--- src/rtl/vrf_pkg.sv ---
// Shared vtype encodings, field positions and VLMAX helpers for the vector register file.
package vrf_pkg;

  localparam int unsigned VTYPE_W         = 7;
  localparam int unsigned VTYPE_VALID_BIT = 6;
  localparam int unsigned VSEW_HI         = 5;
  localparam int unsigned VSEW_LO         = 3;
  localparam int unsigned VLMUL_HI        = 2;
  localparam int unsigned VLMUL_LO        = 0;

  typedef enum logic [2:0] {
    VSEW_8  = 3'b000,
    VSEW_16 = 3'b001,
    VSEW_32 = 3'b010,
    VSEW_64 = 3'b011
  } vsew_e;

  typedef enum logic [2:0] {
    VLMUL_1    = 3'b000,
    VLMUL_2    = 3'b001,
    VLMUL_4    = 3'b010,
    VLMUL_8    = 3'b011,
    VLMUL_RSVD = 3'b100,
    VLMUL_F8   = 3'b101,
    VLMUL_F4   = 3'b110,
    VLMUL_F2   = 3'b111
  } vlmul_e;

  // Elements per register group: (VLEN/SEW) scaled up or down by LMUL.
  function automatic logic [31:0] vlmax_f(input int unsigned vlen,
                                          input logic [2:0] vsew,
                                          input logic [2:0] vlmul);
    logic [31:0] base;
    base = 32'(vlen) >> (32'd3 + 32'(vsew));
    case (vlmul)
      VLMUL_1:  vlmax_f = base;
      VLMUL_2:  vlmax_f = base << 1;
      VLMUL_4:  vlmax_f = base << 2;
      VLMUL_8:  vlmax_f = base << 3;
      VLMUL_F8: vlmax_f = base >> 3;
      VLMUL_F4: vlmax_f = base >> 2;
      VLMUL_F2: vlmax_f = base >> 1;
      default:  vlmax_f = 32'd0;
    endcase
  endfunction

  // SEW above 64 and the reserved LMUL encoding are the only illegal settings.
  function automatic logic vtype_legal_f(input logic [2:0] vsew,
                                         input logic [2:0] vlmul);
    vtype_legal_f = (vsew <= VSEW_64) && (vlmul != VLMUL_RSVD);
  endfunction

endpackage

--- src/rtl/vrf_vtype_csr.sv ---
// vl / vtype / AVL state with VLMAX clamping and vill flagging on vsetvl updates.
module vrf_vtype_csr
  import vrf_pkg::*;
#(
  parameter int unsigned VLEN = 64,
  parameter int unsigned VL_W = 8
) (
  input  logic              clk,
  input  logic              rst,
  input  logic [6:0]        vtype_in,
  input  logic [VL_W-1:0]   vl_in,
  input  logic [VL_W-1:0]   avl_in,
  output logic [VL_W-1:0]   vl,
  output logic [6:0]        vtype,
  output logic [VL_W-1:0]   avl_reg,
  output logic              vill
);

  logic [2:0]      vsew_in;
  logic [2:0]      vlmul_in;
  logic            legal_c;
  logic [VL_W:0]   vlmax_c;
  logic [VL_W-1:0] vl_clamp_c;

  assign vsew_in  = vtype_in[VSEW_HI:VSEW_LO];
  assign vlmul_in = vtype_in[VLMUL_HI:VLMUL_LO];

  // Legality check and vl = min(vl_in, VLMAX), with one spare bit so VLMAX never wraps.
  always_comb begin
    legal_c    = vtype_legal_f(vsew_in, vlmul_in);
    vlmax_c    = (VL_W+1)'(vlmax_f(VLEN, vsew_in, vlmul_in));
    vl_clamp_c = vl_in;
    if ({1'b0, vl_in} > vlmax_c) begin
      vl_clamp_c = vlmax_c[VL_W-1:0];
    end
  end

  // CSR state; only updates when the vtype valid bit is set.
  always_ff @(posedge clk) begin
    if (rst) begin
      vl      <= '0;
      vtype   <= '0;
      avl_reg <= '0;
      vill    <= 1'b0;
    end else if (vtype_in[VTYPE_VALID_BIT]) begin
      avl_reg <= avl_in;
      vtype   <= vtype_in;
      if (legal_c) begin
        vl   <= vl_clamp_c;
        vill <= 1'b0;
      end else begin
        vl   <= '0;
        vill <= 1'b1;
      end
    end
  end

endmodule

--- src/rtl/vrf_sb_multiport.sv ---
// Vector register file: three bypassed read ports plus v0, byte-enabled write,
// busy scoreboard for issue hazards, and the vl/vtype CSR block.
module vrf_sb_multiport
  import vrf_pkg::*;
#(
  parameter int unsigned VLEN  = 64,
  parameter int unsigned NREGS = 32,
  parameter int unsigned AW    = $clog2(NREGS),
  parameter int unsigned VL_W  = 8
) (
  input  logic                 clk,
  input  logic                 rst,
  input  logic [AW-1:0]        ra_a,
  input  logic [AW-1:0]        ra_b,
  input  logic [AW-1:0]        ra_c,
  output logic [VLEN-1:0]      rd_a,
  output logic [VLEN-1:0]      rd_b,
  output logic [VLEN-1:0]      rd_c,
  output logic [VLEN-1:0]      rd_v0,
  output logic                 busy_a,
  output logic                 busy_b,
  output logic                 busy_c,
  input  logic                 wen,
  input  logic [AW-1:0]        wa,
  input  logic [VLEN-1:0]      wd,
  input  logic [VLEN/8-1:0]    wbe,
  input  logic                 alloc_en,
  input  logic [AW-1:0]        alloc_addr,
  output logic                 alloc_ready,
  output logic [NREGS-1:0]     busy_vec,
  input  logic [6:0]           vtype_in,
  input  logic [VL_W-1:0]      vl_in,
  input  logic [VL_W-1:0]      avl_in,
  output logic [VL_W-1:0]      vl,
  output logic [6:0]           vtype,
  output logic [VL_W-1:0]      avl_reg,
  output logic                 vill
);

  localparam int unsigned NB = VLEN / 8;

  logic [VLEN-1:0]  mem [NREGS];
  logic [NREGS-1:0] busy_q;
  logic [NREGS-1:0] busy_nxt;

  // Byte merge of the in-flight write over the stored value.
  function automatic logic [VLEN-1:0] merge_f(input logic            hit,
                                              input logic [VLEN-1:0] old,
                                              input logic [VLEN-1:0] wdata,
                                              input logic [NB-1:0]   be);
    merge_f = old;
    if (hit) begin
      for (int unsigned k = 0; k < NB; k++) begin
        if (be[k]) merge_f[8*k +: 8] = wdata[8*k +: 8];
      end
    end
  endfunction

  // Zero-latency reads with same-cycle write-back bypass.
  always_comb begin
    rd_a  = merge_f(wen && (wa == ra_a), mem[ra_a], wd, wbe);
    rd_b  = merge_f(wen && (wa == ra_b), mem[ra_b], wd, wbe);
    rd_c  = merge_f(wen && (wa == ra_c), mem[ra_c], wd, wbe);
    rd_v0 = merge_f(wen && (wa == '0),   mem[0],    wd, wbe);
  end

  // Hazard view: a write-back landing this cycle resolves the hazard via the bypass.
  always_comb begin
    busy_a      = busy_q[ra_a] && !(wen && (wa == ra_a));
    busy_b      = busy_q[ra_b] && !(wen && (wa == ra_b));
    busy_c      = busy_q[ra_c] && !(wen && (wa == ra_c));
    alloc_ready = !busy_q[alloc_addr] || (wen && (wa == alloc_addr));
    busy_vec    = busy_q;
  end

  // Scoreboard next state: write-back clears, accepted alloc sets and wins a tie.
  always_comb begin
    busy_nxt = busy_q;
    if (wen) busy_nxt[wa] = 1'b0;
    if (alloc_en && alloc_ready) busy_nxt[alloc_addr] = 1'b1;
  end

  // Scoreboard register.
  always_ff @(posedge clk) begin
    if (rst) busy_q <= '0;
    else     busy_q <= busy_nxt;
  end

  // Register storage with per-byte write enables.
  always_ff @(posedge clk) begin
    if (rst) begin
      for (int unsigned r = 0; r < NREGS; r++) mem[r] <= '0;
    end else if (wen) begin
      for (int unsigned k = 0; k < NB; k++) begin
        if (wbe[k]) mem[wa][8*k +: 8] <= wd[8*k +: 8];
      end
    end
  end

  vrf_vtype_csr #(
    .VLEN (VLEN),
    .VL_W (VL_W)
  ) u_vtype_csr (
    .clk      (clk),
    .rst      (rst),
    .vtype_in (vtype_in),
    .vl_in    (vl_in),
    .avl_in   (avl_in),
    .vl       (vl),
    .vtype    (vtype),
    .avl_reg  (avl_reg),
    .vill     (vill)
  );

endmodule

--- config.mk ---
export PLATFORM = sky130hd
export DESIGN_NAME = vrf_sb_multiport
export DESIGN_NICKNAME = d
export VERILOG_FILES = /design/src/rtl/vrf_pkg.sv /design/src/rtl/vrf_vtype_csr.sv /design/src/rtl/vrf_sb_multiport.sv
export SDC_FILE = /design/constraint.sdc
export NUM_CORES = 2
export LEC_CHECK = 0
export CORE_MARGIN = 5
export CORE_UTILIZATION = 38
export DETAILED_ROUTE_END_ITERATION = 7
export PLACE_DENSITY = 0.57
export SYNTH_ARGS = -nofsm -noshare
export SYNTH_HDL_FRONTEND = slang
export SYNTH_HIERARCHICAL = 1
export SYNTH_SLANG_ARGS = --single-unit
--- constraint.sdc ---
create_clock -name clk -period 6.5 [get_ports clk]
set_input_delay 0.975 -clock clk [delete_from_list [all_inputs] [get_ports clk]]
set_output_delay 0.975 -clock clk [all_outputs]
set_load 0.02 [all_outputs]
==> out/summary.txt <==
worst vdd ir - 0.240 mV
GRT Util Overall - 36.4%
ys flop type - edfxtp_1
Slew HR - -9.19%
post-synthesis sequential area ratio - 47.7%
Flop pwr share - 42.8%
GRT met2 Usage - 51.7%
CP required - 5.52 ns
failing checks - DRC, capacitance limit, slew limit
die area - 358,000 µm²
post-synth net total - 9,881
Layout area overhead - 16.1%
post-route ant nets - 0
Initial Utilization - 38.0%
HPWL after detailed placement - 474 mm
GR Layer Usage met3 - 15.1%
IO Count - 440
Synth Instances - 9,750
CTS tree - yes
Final Slew Violations - 2
Netlist Area Pre-Place - 131,000 µm²
syn avg cell area - 13.5 µm²
number of library cell types mapped by synthesis - 83
f_max - 159 MHz
Period minus WS final - 6.29 ns
Root Buffer - clkbuf_16
HP Class - reg -> reg
vias per cell - 7.11
grt met1 use - 44.6%
total global routing overflow - 0
Post-CTS Setup Repair Bufs - 0
Pint - 26.4 mW
Hold Vio Cnt, Final - 0
share of cells above drive strength 1 - 28.3%
Initial DRC Count - 18,800
first-pass GRT wire length - 895 mm
largest net degree at the start of global routing - 139
Pwr per Cell Area - 248 nW/µm²
max reg flops - 2,048
Top reg by flops - mem
drt wl/cell - 44.6 µm
Pwr Total - 37.8 mW
unrepaired setup endpoints after global routing - false
Max-Cap Viols - 1
asr flop ratio synth - 0%
measured slew at the worst slew-check pin - 1.63 ns
Leakage - 51.1 nW
sw frac - 30.2%
final setup fails - 0
CP max FO - 50
pre-CTS setup slack - 0.555 ns
post-CTS sizing - 0
Sink Count - 2,104
clk buf depth - 4
# fillers - 31,200
period utilization - 96.7%
Yosys reg bits - 2,104
Die W - 598 µm
core area - 345,000 µm²
crit path capture type - primary output
Comb power frac - 19.5%
final net count - 10,300
clk_lat worst skew - 1.03 ns
chip height - 598 µm
EDFF count, synth - 2,048
CTS Hold Bufs - 0
clk_skew - 0.0533 ns
CTS clk-pin slew, worst paths - 0.06 ns
most frequent cells in the layout - edfxtp_1, and2_1, mux4_2, buf_4, nor3_1
Most Crowded Layer GR - met2
setup TNS - 0 ns
H-Tree Depth - 4
outcome - complete, but fails checks
PnR worst setup slack - 0.214 ns
initial antenna violation count - 72
via count - 107,000
drt pass-1 iters - 8
Buffers on Ports - 439
Setup Crit Path Kind - in -> out
detailed-route DRC error count - 2
Psw - 11.4 mW
CP Launch Type - primary input
total CTS buffers - 243
part of the power in the clock network - 37.7%
number of global-route vias before repair - 102,000
CP Data Arrival Time - 5.31 ns
GPL Wtd Cong - 1.03
most common cell after layout, fill and taps aside - edfxtp_1
Total Wirelength - 669 mm
YS warnings - 6
# rows - 216
final cells by class:
type	count	area [µm²]	area share, %
Clock buffer	279	6300	4.13
Antenna cell	60	150	0.0985
Sequential cell	2104	62600	41.1
Inverter	36	144	0.0944
Clock inverter	161	1640	1.07
Multi-Input combinational cell	6541	64500	42.3
Timing Repair Buffer	1246	11400	7.48
Tap cell	4578	5730	3.76
cell families (layout without fill, tap and decap cells):
family | Yosys count | in the layout | synth area share, %
adders and majority gates | 7 | 7 | 0.0667
and+or+nand+nor | 3146 | 3146 | 13.1
DFF | 2104 | 2104 | 47.7
other | 0 | 60 | 0
xor gates and xnor gates | 22 | 22 | 0.147
muxes | 1856 | 1856 | 27.6
AOI/OAI and AO/OA | 1510 | 1510 | 7.87
buffers and inverters | 1105 | 1722 | 3.53
power by group through the flow:
stage | clock [mW] | sequential, mW | combinational (mW)
after floorplan | 0 | 16.2 | 3.72
after global placement | 0 | 16.4 | 7.04
after detailed placement | 0 | 16.4 | 7.04
after CTS | 14.2 | 16.2 | 7.07
after global routing | 14.8 | 16.2 | 7.35
final | 14.2 | 16.2 | 7.36
through the flow:
| stage | utilization (%) | hold WS [ns] | std cells | area (µm²) |
|---|---|---|---|---|
| after CTS | 44.1 | 0.463 | 14900 | 152000 |
| after floorplan | - | 0.526 | 9750 | 131000 |
| final | 44.1 | 0.462 | 15000 | 152000 |
| after global routing | 44.1 | 0.480 | 14900 | 152000 |
| after global placement | 41.8 | 0.448 | 14500 | 144000 |
| after detailed placement | 41.8 | 0.446 | 14500 | 144000 |
layer usage:
| metal | vias up | routed length (µm) |
|---|---|---|
| met5 | - | 321 |
| met4 | 42 | 59000 |
| met3 | 2350 | 103000 |
| met2 | 9878 | 281000 |
| met1 | 54500 | 226000 |
| li1 | 39900 | - |
path summary, 6_finish.rpt:
path / from / endpoint / slack (ns) / cells after the start
min reg2reg: u_vtype_csr/vl[5] / u_vtype_csr/vl[5] / 0.46 / 2
max reg2reg: busy_vec[3] / busy_vec[27] / 3.82 / 5
max: ra_c[2] / rd_c[7] / 0.21 / 8
min: u_vtype_csr/vl[5] / u_vtype_csr/vl[5] / 0.46 / 2
synth_stat cells, drive strengths merged (8+ instances only):
| library cell | n | area, µm² |
|---|---|---|
| a31oi | 38 | 238 |
| nor4 | 25 | 156 |
| or3 | 10 | 62.6 |
| a22o | 85 | 744 |
| mux2i | 334 | 3340 |
| or2 | 12 | 75.1 |
| a21o | 10 | 75.1 |
| xor2 | 18 | 158 |
| nand2b | 29 | 181 |
| and3 | 32 | 200 |
| nand2 | 287 | 1080 |
| nor2 | 399 | 1500 |
| nor3 | 492 | 2460 |
| a31o | 12 | 105 |
| a211o | 21 | 185 |
| inv | 17 | 63.8 |
| buf | 373 | 1880 |
| a22oi | 209 | 1570 |
| clkinv | 19 | 71.3 |
| o22a | 38 | 333 |
| mux2 | 123 | 1390 |
| nand3 | 148 | 741 |
| o22ai | 251 | 1570 |
| and2 | 1619 | 10100 |
| edfxtp | 2048 | 61500 |
| or4 | 20 | 150 |
| nand4 | 9 | 56.3 |
| o31ai | 25 | 198 |
| nand3b | 10 | 75.1 |
| a221oi | 102 | 893 |
| nor2b | 32 | 200 |
| o21ai | 375 | 1890 |
| a21oi | 134 | 671 |
| dfxtp | 56 | 1120 |
| nor3b | 8 | 65.1 |
| a211oi | 21 | 158 |
| a221o | 23 | 231 |
| a32oi | 11 | 96.3 |
| o221ai | 66 | 578 |
| clkbuf | 696 | 2620 |
| mux4 | 1399 | 31500 |
| o41ai | 29 | 254 |
critical path, stage by stage:
cell,delay (ns)
clkbuf_8,0.43
nor2_1,0.23
nand2_2,0.73
buf_4,0.36
o22ai_1,0.11
nor4_1,1.17
mux2_2,0.37
clkdlybuf4s50_1,0.61
Power figures use the tool's default switching activity.
